[src/rtl/wb_pkg.sv]
// Shared types and widths for the pipelined Wishbone burst master.
// Address/data widths, FSM state encoding, outstanding-counter width.
package wb_pkg;
  localparam int AW = 16;
  localparam int DW = 16;
  localparam int CW = 4;

  typedef enum logic [1:0] {
    IDLE,
    ISSUE,
    DRAIN
  } state_t;
endpackage

[src/rtl/wb_outstanding_cnt.sv]
// Outstanding-strobe counter with strobe gating at the pipeline limit.
// An ack in the same cycle frees a slot, so a full pipe can still issue.
module wb_outstanding_cnt
  import wb_pkg::*;
#(
  parameter int MAX = 4
) (
  input  logic clk,
  input  logic rst_n,
  input  logic clr,
  input  logic req,
  input  logic stall,
  input  logic ack,
  output logic stb,
  output logic accept,
  output logic pending,
  output logic last
);

  logic [CW-1:0] cnt;
  logic          full;

  assign full    = (cnt == CW'(MAX)) & ~ack;
  assign stb     = req & ~full;
  assign accept  = stb & ~stall;
  assign pending = (cnt != '0);
  assign last    = (cnt == CW'(1)) & ack & ~accept;

  // count accepted strobes not yet answered by ack or err
  always_ff @(posedge clk or negedge rst_n) begin
    if (!rst_n) begin
      cnt <= '0;
    end else if (clr) begin
      cnt <= '0;
    end else if (accept & ~ack) begin
      cnt <= cnt + 1'b1;
    end else if (~accept & ack & pending) begin
      cnt <= cnt - 1'b1;
    end
  end

endmodule

[src/rtl/wb_master_pipelined.sv]
// Pipelined Wishbone burst master: IDLE -> ISSUE -> DRAIN -> IDLE.
// Optional ack-wait abort is built when WB_MASTER_TIMEOUT_EN is defined.
module wb_master_pipelined
  import wb_pkg::*;
#(
  parameter int MAX_OUTSTANDING = 4,
  parameter int TIMEOUT         = 255
) (
  input  logic          clk,
  input  logic          rst_n,
  input  logic          start,
  input  logic          cmd_we,
  input  logic [AW-1:0] cmd_adr,
  input  logic [AW-1:0] cmd_len,
  output logic          busy,
  output logic          done,
  output logic          error,
  input  logic [DW-1:0] wr_dat,
  output logic          wr_pop,
  output logic [DW-1:0] rd_dat,
  output logic          rd_vld,
  output logic          wb_cyc,
  output logic          wb_stb,
  output logic          wb_we,
  output logic [AW-1:0] wb_adr,
  output logic [DW-1:0] wb_dat_o,
  input  logic [DW-1:0] wb_dat_i,
  input  logic          wb_ack,
  input  logic          wb_stall,
  input  logic          wb_err
);

  state_t        state;
  logic [AW-1:0] adr;
  logic [AW-1:0] rem;
  logic          we_q;
  logic          ack_in;
  logic          err_in;
  logic          abort;
  logic          accept;
  logic          pending;
  logic          last;

  assign busy   = (state != IDLE);
  assign ack_in = busy & wb_ack;
  assign err_in = busy & wb_err;

`ifdef WB_MASTER_TIMEOUT_EN
  logic [15:0] tcnt;
  logic        to_hit;

  assign to_hit = busy & pending & ~wb_ack
                & (tcnt == 16'(TIMEOUT - 1));
  assign abort  = err_in | to_hit;

  // cycles spent waiting with strobes in flight and no ack
  always_ff @(posedge clk or negedge rst_n) begin
    if (!rst_n) begin
      tcnt <= '0;
    end else if (~busy | wb_ack | ~pending) begin
      tcnt <= '0;
    end else begin
      tcnt <= tcnt + 1'b1;
    end
  end
`else
  logic unused_to;

  assign unused_to = pending ^ (TIMEOUT != 0);
  assign abort     = err_in;
`endif

  wb_outstanding_cnt #(
    .MAX(MAX_OUTSTANDING)
  ) u_cnt (
    .clk    (clk),
    .rst_n  (rst_n),
    .clr    (abort),
    .req    ((state == ISSUE) & ~abort),
    .stall  (wb_stall),
    .ack    (busy & (wb_ack | wb_err)),
    .stb    (wb_stb),
    .accept (accept),
    .pending(pending),
    .last   (last)
  );

  assign wb_cyc   = busy;
  assign wb_we    = we_q & busy;
  assign wb_adr   = adr;
  assign wb_dat_o = wr_dat;
  assign wr_pop   = accept & wb_we;

  // burst sequencing, address walk and completion status
  always_ff @(posedge clk or negedge rst_n) begin
    if (!rst_n) begin
      state <= IDLE;
      adr   <= '0;
      rem   <= '0;
      we_q  <= 1'b0;
      done  <= 1'b0;
      error <= 1'b0;
    end else begin
      done <= 1'b0;
      unique case (state)
        IDLE: begin
          if (start) begin
            error <= 1'b0;
            if (cmd_len != '0) begin
              state <= ISSUE;
              adr   <= cmd_adr;
              rem   <= cmd_len;
              we_q  <= cmd_we;
            end else begin
              done <= 1'b1;
            end
          end
        end
        ISSUE: begin
          if (abort) begin
            state <= IDLE;
            done  <= 1'b1;
            error <= 1'b1;
          end else if (accept) begin
            adr <= adr + 1'b1;
            rem <= rem - 1'b1;
            if (rem == AW'(1)) begin
              state <= DRAIN;
            end
          end
        end
        DRAIN: begin
          if (abort) begin
            state <= IDLE;
            done  <= 1'b1;
            error <= 1'b1;
          end else if (last) begin
            state <= IDLE;
            done  <= 1'b1;
          end
        end
        default: state <= IDLE;
      endcase
    end
  end

  // read data is returned one cycle after its ack
  always_ff @(posedge clk or negedge rst_n) begin
    if (!rst_n) begin
      rd_dat <= '0;
      rd_vld <= 1'b0;
    end else begin
      rd_dat <= wb_dat_i;
      rd_vld <= ack_in & ~wb_we;
    end
  end

endmodule

[config.mk]
export PLATFORM = sky130hd
export DESIGN_NAME = wb_master_pipelined
export DESIGN_NICKNAME = d
export VERILOG_FILES = /design/src/rtl/wb_pkg.sv /design/src/rtl/wb_outstanding_cnt.sv /design/src/rtl/wb_master_pipelined.sv
export SDC_FILE = /design/constraint.sdc
export NUM_CORES = 1
export LEC_CHECK = 0
export ABC_AREA = 1
export CORE_MARGIN = 5
export CORE_UTILIZATION = 35
export DETAILED_ROUTE_END_ITERATION = 10
export DONT_BUFFER_PORTS = 1
export SYNTH_ARGS = -nofsm -noshare
export SYNTH_HDL_FRONTEND = slang
export SYNTH_SLANG_ARGS = --single-unit
[constraint.sdc]
create_clock -name clk -period 2 [get_ports clk]
set_input_delay 0.4 -clock clk [delete_from_list [all_inputs] [get_ports clk]]
set_output_delay 0.4 -clock clk [all_outputs]
set_load 0.01 [all_outputs]
* Word level (Yosys, flattened, before mapping)
Cells that the tools add are included.
** Operators by class
- Add/subtract/negate cells :: 4
- Equal/unequal tests :: 13
- Multiplexer cells :: 30
- Bitwise gates (word level) :: 22
- Reductions and logical operators :: 12
** Operators with widths (number)
- 16-bit 2-to-1 mux :: 8
- 16-bit one-hot mux with 2 select lines :: 2
- 16-bit by 1-bit adder with 16-bit output, second input constant :: 1
- 16-bit by 1-bit equality test with 1-bit output, second input constant :: 1
- 16-bit nonzero test :: 1
- 16-bit by 1-bit subtractor with 16-bit output, second input constant :: 1
- 1-bit bitwise AND :: 15
- 2-bit 2-to-1 mux :: 7
- 4-bit 2-to-1 mux :: 3
- 5-bit AND reduction :: 2
- 2-bit != test, second input constant :: 4
- 1-bit 2-to-1 mux :: 7
- 3-bit != test, second input constant :: 2
- 1-bit NOT :: 6
- 2-bit one-hot mux with 3 select lines :: 1
- 3-bit AND reduction :: 2
- 2-bit nonzero test :: 3
- 4-bit by 1-bit adder with 4-bit output, second input constant :: 1
- 4-bit by 1-bit equality test with 1-bit output, second input constant :: 1
- 4-bit by 3-bit equality test with 1-bit output, second input constant :: 1
- 4-bit nonzero test :: 1
- 4-bit by 1-bit subtractor with 4-bit output, second input constant :: 1
- 3-bit by 2-bit != test with 1-bit output, second input constant :: 1
- 1-bit one-hot mux with 3 select lines :: 1
- other kinds (8) :: 8
** Word-level totals
- Register bits after elaboration :: 58
- Input port bits :: 71
- Output and inout bits :: 56
- Logic and storage cells :: 90

* Depth between registers and ports, before layout
- Depth after elaboration :: 13
- Depth in mapped cells :: 12
- Gate-level depth less buffers :: 12

* Modules after synthesis
From an unflattened synthesis, not the netlist that was laid out.
** Unflattened totals
- Cells, all modules :: 546
- Area total of the unflattened synthesis :: 3860.0 um^2
** By module, submodules not included
- wb_master_pipelined :: times used 1, cells an instance 493, area each 3429.5 um^2
- wb_outstanding_cnt :: times used 1, cells an instance 53, area each 430.4 um^2

* Least setup slack after synthesis
No wires, ideal clock.
- Kind :: reg2out
- From :: reg state[0]
- To :: out wr_pop
- Arrival :: 1368 ps
- Path slack :: 232 ps
- Cell stages (with the launch flop) :: 8
- Path buffers :: 0
- Cells stage by stage :: dfrtp_1 -> inv_1 -> ha_1 -> inv_2 -> nand2_2 -> nand3_2 -> nand3_4 -> nor3_1
** On the way
- Word-level cells in the longest chain between the ends :: 8
** Ends and longest elaborated chain
- from (decl) :: line wb_master_pipelined.sv:33 : state_t state;
- from (signal assigned) :: line wb_master_pipelined.sv:97 : state <= IDLE;
- from (signal assigned) :: line wb_master_pipelined.sv:110 : state <= ISSUE;
- from (signal assigned) :: line wb_master_pipelined.sv:121 : state <= IDLE;
- 2-bit nonzero test (*) :: line wb_master_pipelined.sv:44 : assign busy = (state != IDLE);
- via busy :: line wb_master_pipelined.sv:15 : output logic busy,
- 1-bit bitwise AND :: line wb_master_pipelined.sv:81 : .ack (busy & (wb_ack | wb_err)),
- 1-bit NOT :: line wb_outstanding_cnt.sv:23 : assign full = (cnt == CW'(MAX)) & ~ack;
- 1-bit bitwise AND :: line wb_outstanding_cnt.sv:23
- 1-bit NOT :: line wb_outstanding_cnt.sv:24 : assign stb = req & ~full;
- 1-bit bitwise AND :: line wb_outstanding_cnt.sv:24
- 1-bit bitwise AND :: line wb_outstanding_cnt.sv:25 : assign accept = stb & ~stall;
- 1-bit bitwise AND (*) :: line wb_master_pipelined.sv:92 : assign wr_pop = accept & wb_we;
- to (decl) :: line wb_master_pipelined.sv:19 : output logic wr_pop,
Mark *: on every way through the listed nets, which the timed path passes. The rest lies on a longest branch.

* Final worst setup path
- From :: reg state[1]
- To :: out wr_pop
** On the way
- Word-level cells in the longest chain between the ends :: 8
** Ends and longest elaborated chain (line)
- 2-bit nonzero test :: wb_master_pipelined.sv:44
- 1-bit bitwise AND :: wb_master_pipelined.sv:81
- 1-bit NOT :: wb_outstanding_cnt.sv:23
- 1-bit bitwise AND :: wb_outstanding_cnt.sv:23
- 1-bit NOT :: wb_outstanding_cnt.sv:24
- 1-bit bitwise AND :: wb_outstanding_cnt.sv:24
- 1-bit bitwise AND :: wb_outstanding_cnt.sv:25
- 1-bit bitwise AND (*) :: wb_master_pipelined.sv:92
Every way passes the cells marked *; elsewhere a longest branch is shown, timed or not.

==> out/summary.log <==
INFO  power_and_ir_drop p_seq_share=31.6%
INFO  detailed_routing dr_wl_met2=4.68mm
INFO  layout         n_antenna_cell=0
INFO  layout         layout-area-overhead-vs-synth=12.1%
INFO  timing         grt_setup_unrepaired=true
INFO  floorplanning  core_area=0.0104mm²
INFO  power_and_ir_drop leakagePower=2.09nW
INFO  detailed_routing wirelength=9.72mm
INFO  detailed_routing detailedRoute.firstPassIterationCount=6
INFO  clock_network  clk_buf_depth=2
INFO  detailed_routing routed_via_density=4.89
INFO  job            maximum_capacitance_violations=0
INFO  layout         finish.net_count=617
INFO  clock_network  clock-sinks=58
INFO  yosys          syn-mean-instance-area=7.03µm²
INFO  hold_path      hold_class=input port to flop
INFO  yosys          synth_top_flop_cell=dfrtp_1
INFO  global_routing global_route.overflow_total=0
INFO  yosys          synth.area.top_cells=dfrtp_1 (39%), nand2_1 (18%), nand3_1 (7.1%)
INFO  layout         final_core_util=40.3%
INFO  worst_setup_path cp_data_required_time=1.60ns
INFO  timing         post-route-worst-setup-slack=0.0170ns
INFO  yosys          syn-cell-area=0.00372mm²
INFO  clock_network  cts_made_buffers=9
INFO  global_routing grt_pass1_wl=15.8mm
INFO  layout         finish.instance_area=0.00418mm²
INFO  status         status=complete, no violations
INFO  global_routing grt_pass1_vias=3281
INFO  layout         final_cell_mix=nand2_1 (180), nor2_1 (64), dfrtp_1 (58), nand3_1 (53), inv_1 (48)
INFO  timing         setup_violations=0
INFO  timing         post-route-min-period=1.98ns
INFO  yosys          yosys_warnings=0
INFO  worst_setup_path setup.reg_to_reg.worst_slack=0.16ns
INFO  timing         fin_max_slew_vios=0
INFO  yosys          synthesis.nets=612
INFO  detailed_routing routed-wl-met3=965µm
INFO  clock_network  clkTransAtPathRegs=0.07ns
INFO  place          dp_slack=0.110ns
INFO  worst_setup_path crit_type=flop to output pin
INFO  yosys          synth_top_cell_by_area=dfrtp_1
INFO  floorplanning  start_util=35.9%
INFO  yosys          synthCells=530
INFO  yosys          synthArstFlopShare=100%
INFO  timing         timing.final.hold_violations=0
INFO  detailed_routing met1Wirelength=3.95mm
INFO  floorplanning  die_area=0.0128mm²
INFO  place          detailed_place_hpwl=6.98mm
INFO  timing         final_min_period_over_clock_period=99.1%
INFO  place          port_buffers=0
INFO  detailed_routing route.top_layer_used=met4
INFO  place          globalplace.congestion=0.888
INFO  layout         most_common_cell_after_layout_fill_and_taps_aside=nand2_1
INFO  worst_setup_path critical_path_peak_fanout=5
INFO  floorplanning  floorplan.die.height=113µm
INFO  yosys          ys_seq_area_share=39.0%
INFO  power_and_ir_drop p_int=0.00365W
INFO  worst_setup_path crit_path_start_kind=flop
INFO  place          placed_cell_area=0.00383mm²
INFO  detailed_routing drc=0
INFO  clock_network  cts_htree_levels=3
INFO  detailed_routing dr.first_iter.drc_count=284
INFO  worst_setup_path worst_ep_arrival_time=1.58ns
INFO  layout         layout-drive-gt1-share=11.7%
INFO  global_routing antenna_violations_before_repair=0
INFO  clock_network  clk-insertion-delay-late=0.35ns
INFO  global_routing grt_use_total=15.4%
INFO  yosys          synth.distinct_cells=34
INFO  detailed_routing wl_per_cell=14.4µm
INFO  yosys          synth_top_cell_area_share=39.0%
INFO  clock_network  clk_root_buffer_cell=clkbuf_8
INFO  timing         timing.clock.skew=0.0110ns
INFO  yosys          synth.ff_latch_count=58
INFO  worst_setup_path critical_path.endpoint_type=output pin
INFO  floorplanning  die_span_in_x=113µm
INFO  layout         layoutNonFillerInstCount=676
INFO  floorplanning  row_count=37
INFO  power_and_ir_drop combPwrFrac=48.7%
INFO  timing         tightestPinTransition=0.409ns
INFO  floorplanning  num_io_pins=127
INFO  timing         worst_slew_margin_rel=72.8%
INFO  yosys          number_of_enable_flip_flop_cells_after_synthesis=0
INFO  detailed_routing drtAntennaViolNets=0
INFO  power_and_ir_drop powerDensity=1610mW/mm²
INFO  global_routing largest_net_degree_at_the_start_of_global_routing=59
INFO  timing         worst_hold_margin=0.0796ns
INFO  timing         fmax=504MHz
INFO  power_and_ir_drop sw_frac_of_total=45.8%
INFO  place          place_inst=652
INFO  clock_network  cts_tree=done
INFO  power_and_ir_drop switching_power=0.00309W
INFO  power_and_ir_drop power.share.clock=19.8%
INFO  detailed_routing detailroute.via_count=3303
INFO  power_and_ir_drop ir_worst_vdd=0.790mV
==> critical path, stage by stage (launching register included) <==
cell and delay (ns):
dfrtp_1 0.37, inv_2 0.07, ha_4 0.18, inv_2 0.10
nand2_4 0.07, nand3_2 0.09, nand3_4 0.09, nor3_2 0.12
buf_4 0.14
==> sequential cells by signal, indices dropped and copies added, names as in the netlist <==
name,count
rd_dat,16
state,2
wb_adr,16
rem,16
error,1
we_q,1
rd_vld,1
u_cnt.cnt,4
done,1
==> layer usage <==
metal  GRT usage, %  vias to the layer above
met5              0                        -
met4           4.49                        0
met3           7.33                       18
met2           25.4                      107
met1           17.7                     1512
li1               -                     1666
==> worst paths after layout <==
kind                             start      endpoint  cells past startpoint
setup / recovery              state[1]        wr_pop                      8
hold / removal             wb_dat_i[1]     rd_dat[1]                      0
setup reg to reg              state[1]  u_cnt.cnt[2]                     12
hold reg to reg                   we_q        rd_vld                      1
max in group asynchronous        rst_n     rd_dat[0]                      2
min in group asynchronous        rst_n     wb_adr[8]                      2
==> through the flow <==
stage,setup TNS (ns),total power (W)
after detailed placement,0,0.00529
after CTS,0,0.00679
after global routing,-0.158,0.00737
after floorplan,0,0.00455
after global placement,0,0.00521
final,0,0.00674
==> timing repair <==
| item | in CTS | in global routing |
|---|---|---|
| endpoints found under the setup margin | 2 | 2 |
| hold buffers | 2 | 0 |
| hold endpoints to repair | 58 | 0 |
| buffers inserted | 5 | 1 |
| pin swaps | 2 | 1 |
| resized for setup | 7 | 0 |
==> cell families after synthesis <==
family	after synthesis	share of synthesized area (%)
adder cells (fa/ha/maj)	11	3.70
flip-flops	58	39.0
buffers and inverters	85	11.4
AO/OA/AOI/OAI	43	6.52
AND/OR/NAND/NOR	326	37.8
XOR/XNOR	7	1.65
==> cell type report <==
cell class / instances / area, µm²
clock buffer: 9 / 124
clock inverter: 7 / 118
fill: 1099 / 6190
inverter: 54 / 203
multi-input combinational: 387 / 1870
sequential: 58 / 1450
tap: 136 / 170
timing repair buffer: 25 / 235
==> Yosys cell counts, types with 2 or more instances <==
master and count:
inv_1 50, o21ai_2 2, nor2_1 64, nand3b_1 3
nor2_8 2, clkbuf_1 5, or2_2 5, o31ai_1 3
inv_2 3, ha_1 11, o21ai_0 10, nand4_1 9
nand2_2 2, nor3_1 4, xor2_1 6, o21ai_1 17
o21a_1 2, buf_4 19, nand3_2 2, dfrtp_1 58
a21oi_1 6, nand3_1 53, nand2_1 180, buf_6 4
==> power groups by stage <==
| stage | clock (W) | sequential (W) | combinational (W) |
|---|---|---|---|
| after floorplan | 0 | 0.00202 | 0.00253 |
| after detailed placement | 0 | 0.00215 | 0.00313 |
| final | 0.00133 | 0.00213 | 0.00328 |
| after global routing | 0.00143 | 0.00220 | 0.00374 |
| after CTS | 0.00138 | 0.00212 | 0.00328 |
| after global placement | 0 | 0.00215 | 0.00306 |
Note: power is estimated with default switching activity, not from simulation.
